**config.mk**
```make
export PLATFORM = sky130hd
export DESIGN_NAME = onehot_strobe_decoder_flat
export DESIGN_NICKNAME = d
export VERILOG_FILES = /design/src/rtl/onehot_strobe_decoder_pkg.sv /design/src/rtl/onehot_strobe_decoder_if.sv /design/src/rtl/onehot_strobe_decoder_counter.sv /design/src/rtl/onehot_strobe_decoder.sv /design/src/flat_wrapper.sv
export SDC_FILE = /design/constraint.sdc
export NUM_CORES = 1
export LEC_CHECK = 0
export BUFFER_PORTS_ARGS = -buffer_cell sky130_fd_sc_hd__buf_2
export CAP_MARGIN = 10
export CORE_AREA = 5 5 45 47
export CTS_CLUSTER_DIAMETER = 40
export CTS_CLUSTER_SIZE = 14
export DETAILED_ROUTE_END_ITERATION = 10
export DIE_AREA = 0 0 50 52
export GPL_TIMING_DRIVEN = 0
export PLACE_DENSITY = 0.77
export SLEW_MARGIN = 10
export SYNTH_ARGS = -nofsm -noshare
export SYNTH_HDL_FRONTEND = slang
export SYNTH_SLANG_ARGS = --single-unit
```
**constraint.sdc**
```tcl
create_clock -name clk -period 2.2 [get_ports clk]
set_clock_uncertainty 0.1 [all_clocks]
set_input_delay 0.44 -clock clk [delete_from_list [all_inputs] [get_ports clk]]
set_output_delay 0.44 -clock clk [all_outputs]
set_load 0.05 [all_outputs]
```
**src/rtl/onehot_strobe_decoder_pkg.sv**
```systemverilog
// rtl/onehot_strobe_decoder_pkg.sv - widths, FSM state type and one-hot decode helper for onehot_strobe_decoder
package onehot_strobe_pkg;

    localparam int POS_W  = 3;
    localparam int HOLD_W = 4;
    localparam int DATA_W = 2 ** POS_W;

    typedef enum logic [1:0] {
        ST_IDLE  = 2'd0,
        ST_DRIVE = 2'd1,
        ST_GAP   = 2'd2
    } state_e;

    function automatic logic [DATA_W-1:0] onehot_decode(input logic [POS_W-1:0] pos);
        logic [DATA_W-1:0] v;
        v      = '0;
        v[pos] = 1'b1;
        return v;
    endfunction

endpackage

```
**src/rtl/onehot_strobe_decoder_if.sv**
```systemverilog
// rtl/onehot_strobe_decoder_if.sv - command handshake and strobe bus of onehot_strobe_decoder
interface onehot_strobe_decoder_if;
    import onehot_strobe_pkg::*;

    logic              in_valid;
    logic              in_ready;
    logic [POS_W-1:0]  in_pos;
    logic [HOLD_W-1:0] in_hold;
    logic [DATA_W-1:0] data;
    logic              active;
    logic              done;

    modport master (
        output in_valid,
        output in_pos,
        output in_hold,
        input  in_ready,
        input  data,
        input  active,
        input  done
    );

    modport slave (
        input  in_valid,
        input  in_pos,
        input  in_hold,
        output in_ready,
        output data,
        output active,
        output done
    );

endinterface

```
**src/rtl/onehot_strobe_decoder_counter.sv**
```systemverilog
// rtl/onehot_strobe_decoder_counter.sv - strobe_hold_counter: loadable down-counter, zero hold loads as one
module strobe_hold_counter #(
    parameter int HOLD_W = 4
) (
    input  logic              clk,
    input  logic              rst,
    input  logic              load_i,
    input  logic [HOLD_W-1:0] hold_i,
    output logic [HOLD_W-1:0] value_o,
    output logic              last_o
);

    logic [HOLD_W-1:0] value_q;
    logic [HOLD_W-1:0] value_d;

    // Saturates at zero so an idle block never wraps back into a count.
    always_comb begin
        value_d = value_q;
        if (load_i) begin
            value_d = (hold_i == '0) ? HOLD_W'(1) : hold_i;
        end else if (value_q != '0) begin
            value_d = value_q - HOLD_W'(1);
        end
    end

    always_ff @(posedge clk) begin
        if (rst) begin
            value_q <= '0;
        end else begin
            value_q <= value_d;
        end
    end

    assign value_o = value_q;
    assign last_o  = (value_q == HOLD_W'(1));

endmodule

```
**src/rtl/onehot_strobe_decoder.sv**
```systemverilog
// rtl/onehot_strobe_decoder.sv - registered one-hot strobe generator; ONEHOT_STROBE_GAP_EN inserts a zero cycle between strobes
module onehot_strobe_decoder
    import onehot_strobe_pkg::*;
(
    input  logic                    clk,
    input  logic                    rst,
    onehot_strobe_decoder_if.slave  bus
);

    state_e            state_q;
    logic [DATA_W-1:0] data_q;
    logic              active_q;
    logic              done_q;

    logic              in_ready;
    logic              accept;
    logic [HOLD_W-1:0] cnt_value;
    logic              cnt_last;
    logic [DATA_W-1:0] pos_onehot;
    logic              hold_is_one;

    strobe_hold_counter #(
        .HOLD_W (HOLD_W)
    ) u_counter (
        .clk     (clk),
        .rst     (rst),
        .load_i  (accept),
        .hold_i  (bus.in_hold),
        .value_o (cnt_value),
        .last_o  (cnt_last)
    );

    // Ready depends only on state, counter and reset so no path exists from in_valid.
    always_comb begin
        in_ready = 1'b0;
        unique case (state_q)
            ST_IDLE:  in_ready = 1'b1;
`ifdef ONEHOT_STROBE_GAP_EN
            ST_DRIVE: in_ready = 1'b0;
            ST_GAP:   in_ready = 1'b1;
`else
            ST_DRIVE: in_ready = cnt_last;
            ST_GAP:   in_ready = 1'b0;
`endif
            default:  in_ready = 1'b0;
        endcase
        if (rst) begin
            in_ready = 1'b0;
        end
    end

    assign accept      = bus.in_valid && in_ready;
    assign pos_onehot  = onehot_decode(bus.in_pos);
    assign hold_is_one = (bus.in_hold == HOLD_W'(0)) || (bus.in_hold == HOLD_W'(1));

    always_ff @(posedge clk) begin
        if (rst) begin
            state_q  <= ST_IDLE;
            data_q   <= '0;
            active_q <= 1'b0;
            done_q   <= 1'b0;
        end else begin
            done_q <= 1'b0;
            if (accept) begin
                // Direct overwrite keeps back-to-back strobes strictly one-hot.
                state_q  <= ST_DRIVE;
                data_q   <= pos_onehot;
                active_q <= 1'b1;
                done_q   <= hold_is_one;
            end else begin
                unique case (state_q)
                    ST_DRIVE: begin
                        if (cnt_last) begin
                            data_q   <= '0;
                            active_q <= 1'b0;
`ifdef ONEHOT_STROBE_GAP_EN
                            state_q  <= ST_GAP;
`else
                            state_q  <= ST_IDLE;
`endif
                        end else begin
                            done_q <= (cnt_value == HOLD_W'(2));
                        end
                    end
                    ST_GAP:  state_q <= ST_IDLE;
                    default: state_q <= ST_IDLE;
                endcase
            end
        end
    end

    assign bus.in_ready = in_ready;
    assign bus.data     = data_q;
    assign bus.active   = active_q;
    assign bus.done     = done_q;

endmodule

```
**src/flat_wrapper.sv**
```systemverilog
// flat-port wrapper written by rule: the top's interface ports become plain ports
module onehot_strobe_decoder_flat import onehot_strobe_pkg::*;
  (clk, rst, bus_in_valid, bus_in_pos, bus_in_hold, bus_in_ready, bus_data, bus_active, bus_done);
  onehot_strobe_decoder_if bus_i ();
  input  logic clk;
  input  logic rst;
  input wire logic [$bits(bus_i.in_valid)-1:0] bus_in_valid;
  input wire logic [$bits(bus_i.in_pos)-1:0] bus_in_pos;
  input wire logic [$bits(bus_i.in_hold)-1:0] bus_in_hold;
  output wire logic [$bits(bus_i.in_ready)-1:0] bus_in_ready;
  output wire logic [$bits(bus_i.data)-1:0] bus_data;
  output wire logic [$bits(bus_i.active)-1:0] bus_active;
  output wire logic [$bits(bus_i.done)-1:0] bus_done;
  assign bus_i.in_valid = bus_in_valid;
  assign bus_i.in_pos = bus_in_pos;
  assign bus_i.in_hold = bus_in_hold;
  assign bus_in_ready = bus_i.in_ready;
  assign bus_data = bus_i.data;
  assign bus_active = bus_i.active;
  assign bus_done = bus_i.done;
  onehot_strobe_decoder u_core (.clk(clk), .rst(rst), .bus(bus_i));
endmodule
```
# --- Yosys cells after proc, flatten, opt, wreduce, memory -nomap -nowiden ---
# Cells that the tools add are included.
word_totals:
  ram_bits: 0
  n_memories: 0
  register_bits: 15
  latch_bits: 0
  word_cells: 41
  input_bits: 10
  output_inout_bits: 11
  mem_bits_ro: 0
classes:
  n_addsub: 1
  n_bitwise: 0
  magnitude_cmp: 2
  muxes: 19
  div_mod_pow: 0
  reduce_logical: 10
  n_mul: 0
  eq_ne: 4
  shift: 0
ops:
  columns: ["operator", "count"]
  rows:
  - ["two-way mux 8 bit", 3]
  - ["two-way mux 4 bit", 3]
  - ["two-way mux 1 bit", 11]
  - ["== test 4 x 1 -> 1 bit (second input constant)", 2]
  - ["nonzero test 2 bit", 3]
  - ["== test 4 x 2 -> 1 bit (second input constant)", 1]
  - ["logical NOT 4 bit", 1]
  - ["< comparator 3 x 4 -> 1 bit (second input constant)", 1]
  - ["nonzero test 4 bit", 1]
  - ["subtractor 4 x 1 -> 4 bit (second input constant)", 1]
  - ["demux 1 bit (select 3 bit)", 1]
  - ["greater-or-equal comparator 3 x 1 -> 1 bit (second input constant)", 1]
  - ["!= test 3 x 1 -> 1 bit (second input constant)", 1]
  - ["logical AND 1 bit", 2]
  - ["logical NOT 2 bit", 1]
  - ["case mux 1 bit (2 select lines)", 1]
  - ["AND reduction 2 bit", 1]
  - ["logical OR 1 bit", 1]

# --- Depth between registers and ports, before layout ---
# Gate-level depths: netlist of the first run.
depth:
  depth_word: 6
  ltp_mapped: 5
  mapped_depth_nobuf: 5

# --- By module ---
# From an unflattened synthesis of the first run, not the netlist that was laid out.
unflattened:
  hier_cells: 72
  area_unflattened_um2: 723.2
modules_own_cells:
  columns: ["mod", "seq_area_each_um2", "area_each_um2", "cells_per_inst", "n_inst"]
  rows:
  - ["onehot_strobe_decoder", 220.2, 464.2, 44, 1]
  - ["strobe_hold_counter", 80.1, 259.0, 28, 1]

# --- Worst setup path after synthesis of the first run ---
# Ideal clock, no wire load.
synth_timing:
  path_type: "register -> output"
  from: "reg u_core.u_counter.value_q[1], in the netlist u_core.u_counter.value_o[1]"
  to: "out bus_in_ready"
  path_slack_ns: -0.131
  stages_incl_launch_ff: 5
  arrival_ns: 1.791
  t_required_ns: 1.660
  n_path_buf: 0
  cell_sequence: "dfxtp_1 > inv_1 > ha_1 > or3b_4 > a21oi_1"
synth_between:
  elab_chain_cells: 3
synth_lines:
  columns: ["element", "line_no", "rtl"]
  rows:
  - ["start, declared", "onehot_strobe_decoder_counter.sv:13", "logic [HOLD_W-1:0] value_q;"]
  - ["start signal, assigned", "onehot_strobe_decoder_counter.sv:30", "value_q <= value_d;"]
  - ["== test 4 x 1 -> 1 bit", "onehot_strobe_decoder_counter.sv:35", "assign last_o = (value_q == HOLD_W'(1));"]
  - ["case mux 1 bit (2 select lines)", "onehot_strobe_decoder.sv:36", "unique case (state_q)"]
  - ["two-way mux 1 bit", "onehot_strobe_decoder.sv:47", "if (rst) begin"]
  - ["end, declared", "flat_wrapper.sv:10", "output wire logic [$bits(bus_i.in_ready)-1:0] bus_in_ready;"]
# No other way between the ends.

# --- Worst setup path in the final report of the first run ---
# Same ends and word-level chain as after synthesis.

==> results of run 1 <==
-- metrics by stage --
step | power [mW] | TNS, ps | cell area, um^2
global route | 0.889 | -4.45 | 920
detailed placement | 0.648 | 0 | 851
finish | 0.840 | 0 | 920
CTS | 0.816 | 0 | 895
global placement | 0.637 | 0 | 851
floorplan | 0.583 | 0 | 734
-- routing by layer --
| layer | track usage [%] | vias to the layer above | wire length (um) |
|---|---|---|---|
| met1 | 15.4 | 304 | 732 |
| met4 | 3.93 | 0 | 0 |
| li1 | - | 326 | - |
| met2 | 24.9 | 15 | 869 |
| met5 | 0 | - | 0 |
| met3 | 2.87 | 0 | 80 |
-- synthesized netlist by cell type, types with 2 or more instances --
cell,instances
sky130_fd_sc_hd__nand2_1,3
sky130_fd_sc_hd__a21oi_1,6
sky130_fd_sc_hd__a32o_1,8
sky130_fd_sc_hd__dfxtp_1,15
sky130_fd_sc_hd__nor2_1,4
sky130_fd_sc_hd__or3b_4,2
sky130_fd_sc_hd__ha_1,4
sky130_fd_sc_hd__inv_1,4
sky130_fd_sc_hd__a211oi_1,3
sky130_fd_sc_hd__nor2b_1,3
sky130_fd_sc_hd__nor3_1,2
sky130_fd_sc_hd__o211ai_1,2
-- worst max-delay path, cell delays in order (launching register included) --
cell                      delay, ps
sky130_fd_sc_hd__dfxtp_1        350
sky130_fd_sc_hd__inv_2          100
sky130_fd_sc_hd__ha_4           150
sky130_fd_sc_hd__or3b_4         390
sky130_fd_sc_hd__a21oi_2        160
sky130_fd_sc_hd__buf_6          170
-- area by class of cell --
cell class / count / area share (%)
multi-input combinational: 52 / 46.5
sequential: 15 / 32.8
timing repair buffer: 22 / 13.5
clock buffer: 4 / 2.86
tap: 17 / 2.31
inverter: 4 / 1.63
buffer: 1 / 0.408
-- power by group --
group	switching, mW	total (mW)	internal (mW)
sequential	0.0374	0.341	0.303
clock	0.0857	0.156	0.0702
combinational	0.179	0.344	0.165
total	0.302	0.840	0.539
-- registers in the layout, summed over array words and instances (netlist names) --
| name | count |
|---|---|
| u_core.bus.active | 1 |
| u_core.bus.data | 8 |
| u_core.bus.done | 1 |
| u_core.state_q | 1 |
| u_core.u_counter.value_o | 4 |
-- worst min path at each step --
stage                                          startpoint                                       end  cells past startpoint
final                                      bus_in_hold[1]  u_core.u_counter.value_o[1]$_SDFFE_PP0P_                      3
after global routing                       bus_in_hold[2]  u_core.u_counter.value_o[2]$_SDFFE_PP0P_                      3
after CTS                                  bus_in_hold[1]  u_core.u_counter.value_o[1]$_SDFFE_PP0P_                      3
after detailed placement  u_core.bus.data[7]$_SDFFE_PP0P_           u_core.bus.data[7]$_SDFFE_PP0P_                      1
after global placement    u_core.bus.data[2]$_SDFFE_PP0P_           u_core.bus.data[2]$_SDFFE_PP0P_                      1
after floorplan            u_core.state_q[0]$_SDFFE_PP0P_                u_core.bus.done$_SDFF_PP0_                      2
-- cell families after synthesis --
group                    count (synthesis)
AO/OA/AOI/OAI                           23
AND/OR/NAND/NOR                         21
flip-flops                              15
buffers and inverters                    5
adder cells (fa/ha/maj)                  4
XOR/XNOR                                 2
multiplexers                             2
-- timing repair --
item                                    CTS  global route
endpoints found under the setup margin    1             1
resized for setup                         5             1
setup buffers                             1             2
pin swaps                                 0             0
-- layout by cell type, fill, tap and decap left out, types with 2 or more instances in the layout --
cell type,synthesis,routed
sky130_fd_sc_hd__dfxtp_1,15,14
sky130_fd_sc_hd__clkbuf_4,0,3
sky130_fd_sc_hd__clkbuf_1,1,2
sky130_fd_sc_hd__nand2_1,3,3
sky130_fd_sc_hd__a211oi_1,3,3
sky130_fd_sc_hd__nor3_1,2,2
sky130_fd_sc_hd__buf_4,0,3
sky130_fd_sc_hd__inv_1,4,3
sky130_fd_sc_hd__nor2_1,4,4
sky130_fd_sc_hd__nor2b_1,3,3
sky130_fd_sc_hd__a21oi_1,6,5
sky130_fd_sc_hd__or3b_4,2,2
sky130_fd_sc_hd__o211ai_1,2,2
sky130_fd_sc_hd__ha_1,4,3
sky130_fd_sc_hd__a32o_1,8,8
sky130_fd_sc_hd__buf_2,0,18
==> impl_metrics.json, run 1 <==
{
  "port_buffers": 19,
  "flow.area_growth_from_synthesis_pct": 25.9,
  "detailedRoute.firstIterationViolations": 6,
  "synth.avg_cell_area_um2": 10.1,
  "dr_total_vias": 645,
  "r2r-end": "u_core.bus.data[3]$_SDFFE_PP0P_",
  "floorplan.die.width_um": 50,
  "routed_via_density": 5.61,
  "initial_utilization_pct": 45.3,
  "min_path_type": "input pin to flop",
  "main_combinational_cell_family_by_area_after_synthesis": "compound AO/OA/AOI/OAI gates",
  "cts_max_path_buffers": 2,
  "worst_ir_drop_vdd_mv": 0.415,
  "cts_hold_buffers": 0,
  "cp_max_fo": 4,
  "postSynthCellCount": 72,
  "slew_violations": 0,
  "htree_num_levels": 1,
  "place_congestion": 0.792,
  "timing.slew.headroom_pct": 71.6,
  "place_hpwl_mm": 1.32,
  "outcome": "complete, no violations",
  "die_h_um": 52,
  "r2r_slack_ps": 400,
  "pin_count": 21,
  "seq_area_um2": 302,
  "grt_max_degree": 11,
  "power_density_mw_per_mm2": 914,
  "postRouteAntennaNets": 0,
  "row_count": 15,
  "cap_viol_max_count": 0,
  "critical_path.reg2reg.startpoint": "u_core.u_counter.value_o[1]$_SDFFE_PP0P_",
  "final.hold.worst_slack_ps": 351,
  "compound_gate_fraction_of_synth_area_pct": 26.0,
  "grt_util_all_layers_pct": 13.5,
  "yosys_register_bits": 15,
  "syn-num-nets": 86,
  "final.min_clock_period_ps": 2130,
  "sequential_to_total_area_share_from_yosys_stat_pct": 41.1,
  "maxClockFrequency_ghz": 0.469,
  "final-setup-viol-count": 0,
  "distinct_cell_type_count_after_synthesis": 28,
  "firstDrtPassIters": 4,
  "insertion_delay_of_the_later_clocked_pin_in_the_worst_skew_pair_ps": 270,
  "post-place-ws_ps": 163,
  "setup.worst_path.start_class": "flop",
  "cp_data_arrival_time_ps": 1590,
  "post-route-period-util_pct": 97.0,
  "grt-ovfl-total": 0,
  "clkSlewWorstSetupHoldPaths_ps": 90,
  "post-synth-top-area-fraction_pct": 41.1,
  "critical_path.startpoint": "u_core.u_counter.value_o[1]$_SDFFE_PP0P_",
  "cts_inserted_buffers": 3,
  "final.setup.worst_slack_ps": 66.2,
  "synth_area_leaders": "sky130_fd_sc_hd__dfxtp_1 41%, sky130_fd_sc_hd__a32o_1 11%, sky130_fd_sc_hd__ha_1 6.8%",
  "drcViolationCount": 0,
  "global_route_wire_length_before_repair_mm": 2.82,
  "num-fill-cells": 152,
  "synth_flop_cell": "sky130_fd_sc_hd__dfxtp_1",
  "post-synth-top-area-cell": "sky130_fd_sc_hd__dfxtp_1",
  "clkSinkCount": 15,
  "critical_path.endpoint_type": "output port",
  "cts_root_buf": "sky130_fd_sc_hd__clkbuf_4",
  "post_synth_instance_area_um2": 731,
  "asyncSetResetFlopFracSynth_pct": 0,
  "synth_simple_gate_area_share_pct": 17.6,
  "number_of_global_route_vias_before_repair": 693,
  "number_of_enable_type_register_cells_in_the_synthesized_netlist": 0,
  "worst-r2r-cell-count": 6,
  "finalHoldViolations": 0,
  "timing_worst_slew_pin_value_ps": 426,
  "ys_warn_count": 0,
  "power.static_leakage_nw": 0.395,
  "layout.cells.non_filler": 115,
  "synth_xor_area_share_pct": 2.40,
  "cp.required_ps": 1660,
  "die_area_mm2": 0.00260,
  "totalWireLength_mm": 1.68,
  "design.final.nets": 113,
  "path_class": "flop to output port",
  "coreArea_mm2": 0.00161,
  "initial_antenna_violation_count": 0,
  "clock_tree_from_tritoncts": "done",
  "num_antenna_cells": 0,
  "layout-drive-gt1-share_pct": 34.7,
  "synth.mux.area_fraction_pct": 3.42,
  "post-place-cells": 108,
  "yosys.area_share.adder_pct": 6.85,
  "multi_input_area_um2": 428,
  "wire_per_inst_um": 14.6,
  "fraction_of_the_core_area_covered_by_cells_at_the_end_of_the_flow_pct": 57.0,
  "crit_end": "bus_in_ready"
}
Power figures use the tool's default switching activity.
==> run 2, diff against run 1 <==
BUFFER_PORTS_ARGS = default   (was -buffer_cell sky130_fd_sc_hd__buf_2)
DONT_BUFFER_PORTS = 1   (was default)
PLACE_DENSITY = 0.66   (was 0.77)
==> impl_metrics.json, run 2 (same netlist as run 1, synthesis figures left out) <==
{
  "outcome": "complete, no violations",
  "design.final.nets": 94,
  "power.static_leakage_nw": 0.309,
  "power.net_switching_mw": 0.296,
  "min_path_type": "input pin to flop",
  "critical_path.endpoint_type": "output port",
  "path_class": "flop to output port",
  "cp_data_arrival_time_ps": 1600,
  "seq_area_um2": 305,
  "layout-drive-gt1-share_pct": 21.5,
  "global_route_wire_length_before_repair_mm": 2.53,
  "p_sw_share_pct": 36.0,
  "num_antenna_cells": 0,
  "die_h_um": 52,
  "port_buffers": 0,
  "worst_ir_drop_vdd_mv": 0.479,
  "place_hpwl_mm": 1.18,
  "number_of_global_route_vias_before_repair": 568,
  "pin_count": 21,
  "cp.required_ps": 1660,
  "final.setup.worst_slack_ps": 55.4,
  "slew_violations": 0,
  "initial_utilization_pct": 45.3,
  "fraction_of_the_core_area_covered_by_cells_at_the_end_of_the_flow_pct": 51.6,
  "rsz0062_at_grt": "no",
  "cts_inserted_buffers": 3,
  "timing.slew.headroom_pct": 65.5,
  "power.sequential.fraction_pct": 45.6,
  "clkSlewWorstSetupHoldPaths_ps": 90,
  "die_area_mm2": 0.00260,
  "power.share.clock_pct": 18.8,
  "mostFrequentLayoutCell": "sky130_fd_sc_hd__dfxtp_1",
  "flow.area_growth_from_synthesis_pct": 14.0,
  "timing_worst_slew_pin_value_ps": 517,
  "mostFrequentLayoutCells": "13 x sky130_fd_sc_hd__dfxtp_1, 8 x sky130_fd_sc_hd__a32o_1, 5 x sky130_fd_sc_hd__a21oi_1, 4 x sky130_fd_sc_hd__nor2_1",
  "firstDrtPassIters": 3,
  "totalWireLength_mm": 1.48,
  "internal_power_mw": 0.527,
  "post-route-period-util_pct": 97.5,
  "setup.worst_path.start_class": "flop",
  "detailedRoute.firstIterationViolations": 4,
  "number_of_flip_flops_under_the_largest_register_name": 8,
  "initial_antenna_violation_count": 0,
  "clock_tree_from_tritoncts": "done",
  "grt-ovfl-total": 0,
  "p_comb_share_pct": 35.6,
  "dr_total_vias": 574,
  "num-fill-cells": 158,
  "htree_num_levels": 1,
  "maxClockFrequency_ghz": 0.466,
  "dpl_cell_area_um2": 756,
  "final-setup-viol-count": 0,
  "cts_hold_buffers": 0,
  "cp_max_fo": 4,
  "multi_input_area_um2": 435,
  "drcViolationCount": 0,
  "grt_util_all_layers_pct": 12.3,
  "postRouteAntennaNets": 0,
  "power_density_mw_per_mm2": 988,
  "routed_via_density": 5.98,
  "insertion_delay_of_the_later_clocked_pin_in_the_worst_skew_pair_ps": 280,
  "cap_viol_max_count": 0,
  "clkSinkCount": 15,
  "post-place-ws_ps": 61.6,
  "layout.cells.non_filler": 96,
  "cts_max_path_buffers": 2,
  "floorplan.die.width_um": 50,
  "wire_per_inst_um": 15.4,
  "finalInstanceArea_um2": 833,
  "finalHoldViolations": 0,
  "coreArea_mm2": 0.00161,
  "cts_root_buf": "sky130_fd_sc_hd__clkbuf_4",
  "final.min_clock_period_ps": 2140,
  "setup_total_negative_slack_ps": 0,
  "place_congestion": 0.720,
  "row_count": 15,
  "post-place-cells": 89,
  "grt_max_degree": 11
}
==> run 2: path summary, 6_finish.rpt <==
check                                      startpoint                               to  slack, ps  cells past startpoint
max reg2reg  u_core.u_counter.value_o[1]$_SDFFE_PP0P_  u_core.bus.data[3]$_SDFFE_PP0P_        410                      6
min reg2reg            u_core.state_q[0]$_SDFFE_PP0P_       u_core.bus.done$_SDFF_PP0_        450                      2
min                                      bus_in_valid   u_core.state_q[0]$_SDFFE_PP0P_        180                      2
max          u_core.u_counter.value_o[1]$_SDFFE_PP0P_                     bus_in_ready         60                      4
==> run 2: layout make-up <==
cell class / instances / share of cell area, %
plain buffers: 1 / 0.450
clock buffers: 3 / 2.70
clock inverters: 1 / 0.601
inverters: 4 / 2.10
multi-input cells: 52 / 52.3
flip-flops and latches: 15 / 36.6
well taps: 17 / 2.55
repair buffers: 3 / 2.70
==> run 2: through the flow <==
stage                     power [mW]  hold slack [ps]
final                          0.823              183
after global routing           0.879              183
after CTS                      0.812              177
after detailed placement       0.630              419
after floorplan                0.583              381
after global placement         0.622              406
==> run 2: critical path: stages (launching register included) <==
cell	delay, ps
sky130_fd_sc_hd__dfxtp_4	370
sky130_fd_sc_hd__inv_4	60
sky130_fd_sc_hd__ha_4	130
sky130_fd_sc_hd__or3b_4	400
sky130_fd_sc_hd__a21oi_4	360
==> run 2: power groups by stage <==
| stage | Clock, mW | Sequential, mW | Combinational (mW) |
|---|---|---|---|
| 2_1_floorplan | 0 | 0.363 | 0.220 |
| 3_3_place_gp | 0 | 0.371 | 0.251 |
| 3_5_place_dp | 0 | 0.374 | 0.256 |
| 4_1_cts | 0.161 | 0.372 | 0.279 |
| 5_1_grt | 0.173 | 0.382 | 0.324 |
| 6_report | 0.155 | 0.376 | 0.293 |
==> run 2: per-layer routing <==
layer | global-route usage (%) | wire (um)
met1 | 14.2 | 600
met4 | 3.93 | 12
met3 | 4.30 | 115
met2 | 20.9 | 749
met5 | 0 | 0
==> run 2: timing repair <==
| action | in CTS | in global routing |
|---|---|---|
| gates resized for setup | 5 | 3 |
| pin swaps | 1 | 1 |
| setup endpoints to repair | 1 | 1 |
| gates cloned | 0 | 0 |
| setup buffers | 1 | 2 |
==> run 3, diff against run 2 <==
CORE_AREA = 2 2 42 44   (was 5 5 45 47)
DIE_AREA = 0 0 44 46   (was 0 0 50 52)
==> impl_metrics.json, run 3 (same netlist as run 1, synthesis figures left out) <==
{
  "power_density_mw_per_mm2": 986,
  "flow.area_growth_from_synthesis_pct": 11.6,
  "port_buffers": 0,
  "fin_total_pwr_mw": 0.805,
  "place_congestion": 0.789,
  "finalHoldViolations": 0,
  "power.share.clock_pct": 19.1,
  "worst-r2r-cell-count": 6,
  "grt-ovfl-total": 0,
  "global_route_wire_length_before_repair_mm": 2.51,
  "grt.met3_usage_pct": 5.56,
  "mostFrequentLayoutCell": "sky130_fd_sc_hd__dfxtp_1",
  "busiest_layer": "met2",
  "number_of_flip_flops_under_the_largest_register_name": 8,
  "maxClockFrequency_ghz": 0.466,
  "outcome": "complete, no violations",
  "critical_path.startpoint": "u_core.u_counter.value_o[1]$_SDFFE_PP0P_",
  "cp_data_arrival_time_ps": 1610,
  "power.net_switching_mw": 0.292,
  "row_count": 15,
  "setup_total_negative_slack_ps": 0,
  "initial_antenna_violation_count": 0,
  "power.sequential.fraction_pct": 46.7,
  "path_class": "flop to output port",
  "mostFrequentLayoutCells": "13 x sky130_fd_sc_hd__dfxtp_1, 8 x sky130_fd_sc_hd__a32o_1, 5 x sky130_fd_sc_hd__a21oi_1, 4 x sky130_fd_sc_hd__nor2_1",
  "r2r-end": "u_core.bus.data[6]$_SDFFE_PP0P_",
  "initial_utilization_pct": 45.3,
  "clkSlewWorstSetupHoldPaths_ps": 90,
  "layout-drive-gt1-share_pct": 19.5,
  "coreArea_mm2": 0.00161,
  "pin_count": 21,
  "cts_inserted_buffers": 3,
  "setup.worst_path.start_class": "flop",
  "power.static_leakage_nw": 0.299,
  "p_comb_share_pct": 34.3,
  "die_area_mm2": 0.00202,
  "htree_num_levels": 1,
  "finalInstanceArea_um2": 816,
  "grt_util_all_layers_pct": 17.0,
  "wire_per_inst_um": 15.7,
  "cts_max_path_buffers": 2,
  "cap_viol_max_count": 0,
  "internal_power_mw": 0.513,
  "firstDrtPassIters": 3,
  "final.hold.worst_slack_ps": 187,
  "crit_end": "bus_in_ready",
  "number_of_global_route_vias_before_repair": 582,
  "min_path_type": "input pin to flop",
  "detailedRoute.firstIterationViolations": 4,
  "clock_tree_from_tritoncts": "done",
  "design.final.nets": 92,
  "critical_path.endpoint_type": "output port",
  "die_h_um": 46,
  "cts_root_buf": "sky130_fd_sc_hd__clkbuf_4",
  "final.min_clock_period_ps": 2150,
  "met1_layer_usage_reported_by_global_route_pct": 19.2,
  "post-place-cells": 89,
  "rsz0062_at_grt": "no",
  "place_hpwl_mm": 1.10,
  "totalWireLength_mm": 1.48,
  "timing_worst_slew_pin_value_ps": 515,
  "floorplan.die.width_um": 44,
  "clkSinkCount": 15,
  "routed_via_density": 5.89,
  "drcViolationCount": 0,
  "timing.slew.headroom_pct": 65.6,
  "r2r_slack_ps": 420,
  "insertion_delay_of_the_later_clocked_pin_in_the_worst_skew_pair_ps": 270,
  "post-route-period-util_pct": 97.6,
  "num_antenna_cells": 0,
  "critical_path.reg2reg.startpoint": "u_core.u_counter.value_o[1]$_SDFFE_PP0P_",
  "dr_total_vias": 554,
  "cp.required_ps": 1660,
  "cts_hold_buffers": 0,
  "postRouteAntennaNets": 0,
  "cp_max_fo": 4,
  "p_sw_share_pct": 36.3,
  "worst_ir_drop_vdd_mv": 0.504,
  "layout.cells.non_filler": 94,
  "final-setup-viol-count": 0,
  "grt_max_degree": 11,
  "dpl_cell_area_um2": 756,
  "slew_violations": 0,
  "gr-usage-met2_pct": 30.0
}
run 3: worst min path at each step:
| stage | startpoint | end | cells after the start |
|---|---|---|---|
| 6_report | bus_in_valid | u_core.state_q[0]$_SDFFE_PP0P_ | 2 |
| 5_1_grt | bus_in_hold[1] | u_core.u_counter.value_o[1]$_SDFFE_PP0P_ | 2 |
| 4_1_cts | bus_in_valid | u_core.state_q[0]$_SDFFE_PP0P_ | 2 |
| 3_5_place_dp | u_core.state_q[0]$_SDFFE_PP0P_ | u_core.bus.done$_SDFF_PP0_ | 2 |
| 3_3_place_gp | u_core.state_q[0]$_SDFFE_PP0P_ | u_core.bus.done$_SDFF_PP0_ | 2 |
| 2_1_floorplan | u_core.state_q[0]$_SDFFE_PP0P_ | u_core.bus.done$_SDFF_PP0_ | 2 |
run 3: cell type report:
type / count / area, um^2
inverter: 4 / 17.5
timing repair buffer: 1 / 7.51
multi-input combinational: 52 / 435
sequential: 15 / 303
tap: 17 / 21.3
clock inverter: 1 / 5.00
buffer: 1 / 3.75
fill: 166 / 798
clock buffer: 3 / 22.5
run 3: worst max-delay path, stage by stage, from the launching register on:
cell and delay (ps):
sky130_fd_sc_hd__dfxtp_2 360, sky130_fd_sc_hd__inv_4 70, sky130_fd_sc_hd__ha_4 140, sky130_fd_sc_hd__or3b_4 400
sky130_fd_sc_hd__a21oi_4 360
run 3: routing by layer:
metal | share of wire [%] | up-vias
met5 | 0 | -
met4 | 0.68 | 0
li1 | - | 284
met3 | 5.5 | 2
met2 | 51 | 12
met1 | 43 | 256
run 3: power groups by stage:
stage                     registers, mW  clock network (mW)  logic, mW
after floorplan                   0.363                   0      0.220
after global placement            0.371                   0      0.250
after detailed placement          0.374                   0      0.250
after CTS                         0.374               0.158      0.275
after global routing              0.381               0.171      0.307
final                             0.375               0.153      0.276
run 3: what timing repair did:
| item | 4_1_cts | 5_1_grt |
|---|---|---|
| endpoints found under the setup margin | 1 | 1 |
| gates resized for setup | 6 | 1 |
| pin swaps | 1 | 1 |
| setup buffers | 1 | 0 |
run 3: through the flow:
step / utilization [%] / setup WS (ps)
floorplan: - / 173
global placement: 46.8 / 96.5
detailed placement: 46.8 / 64.7
CTS: 50.4 / 45.6
global route: 50.5 / 1.19
finish: 50.5 / 53.2
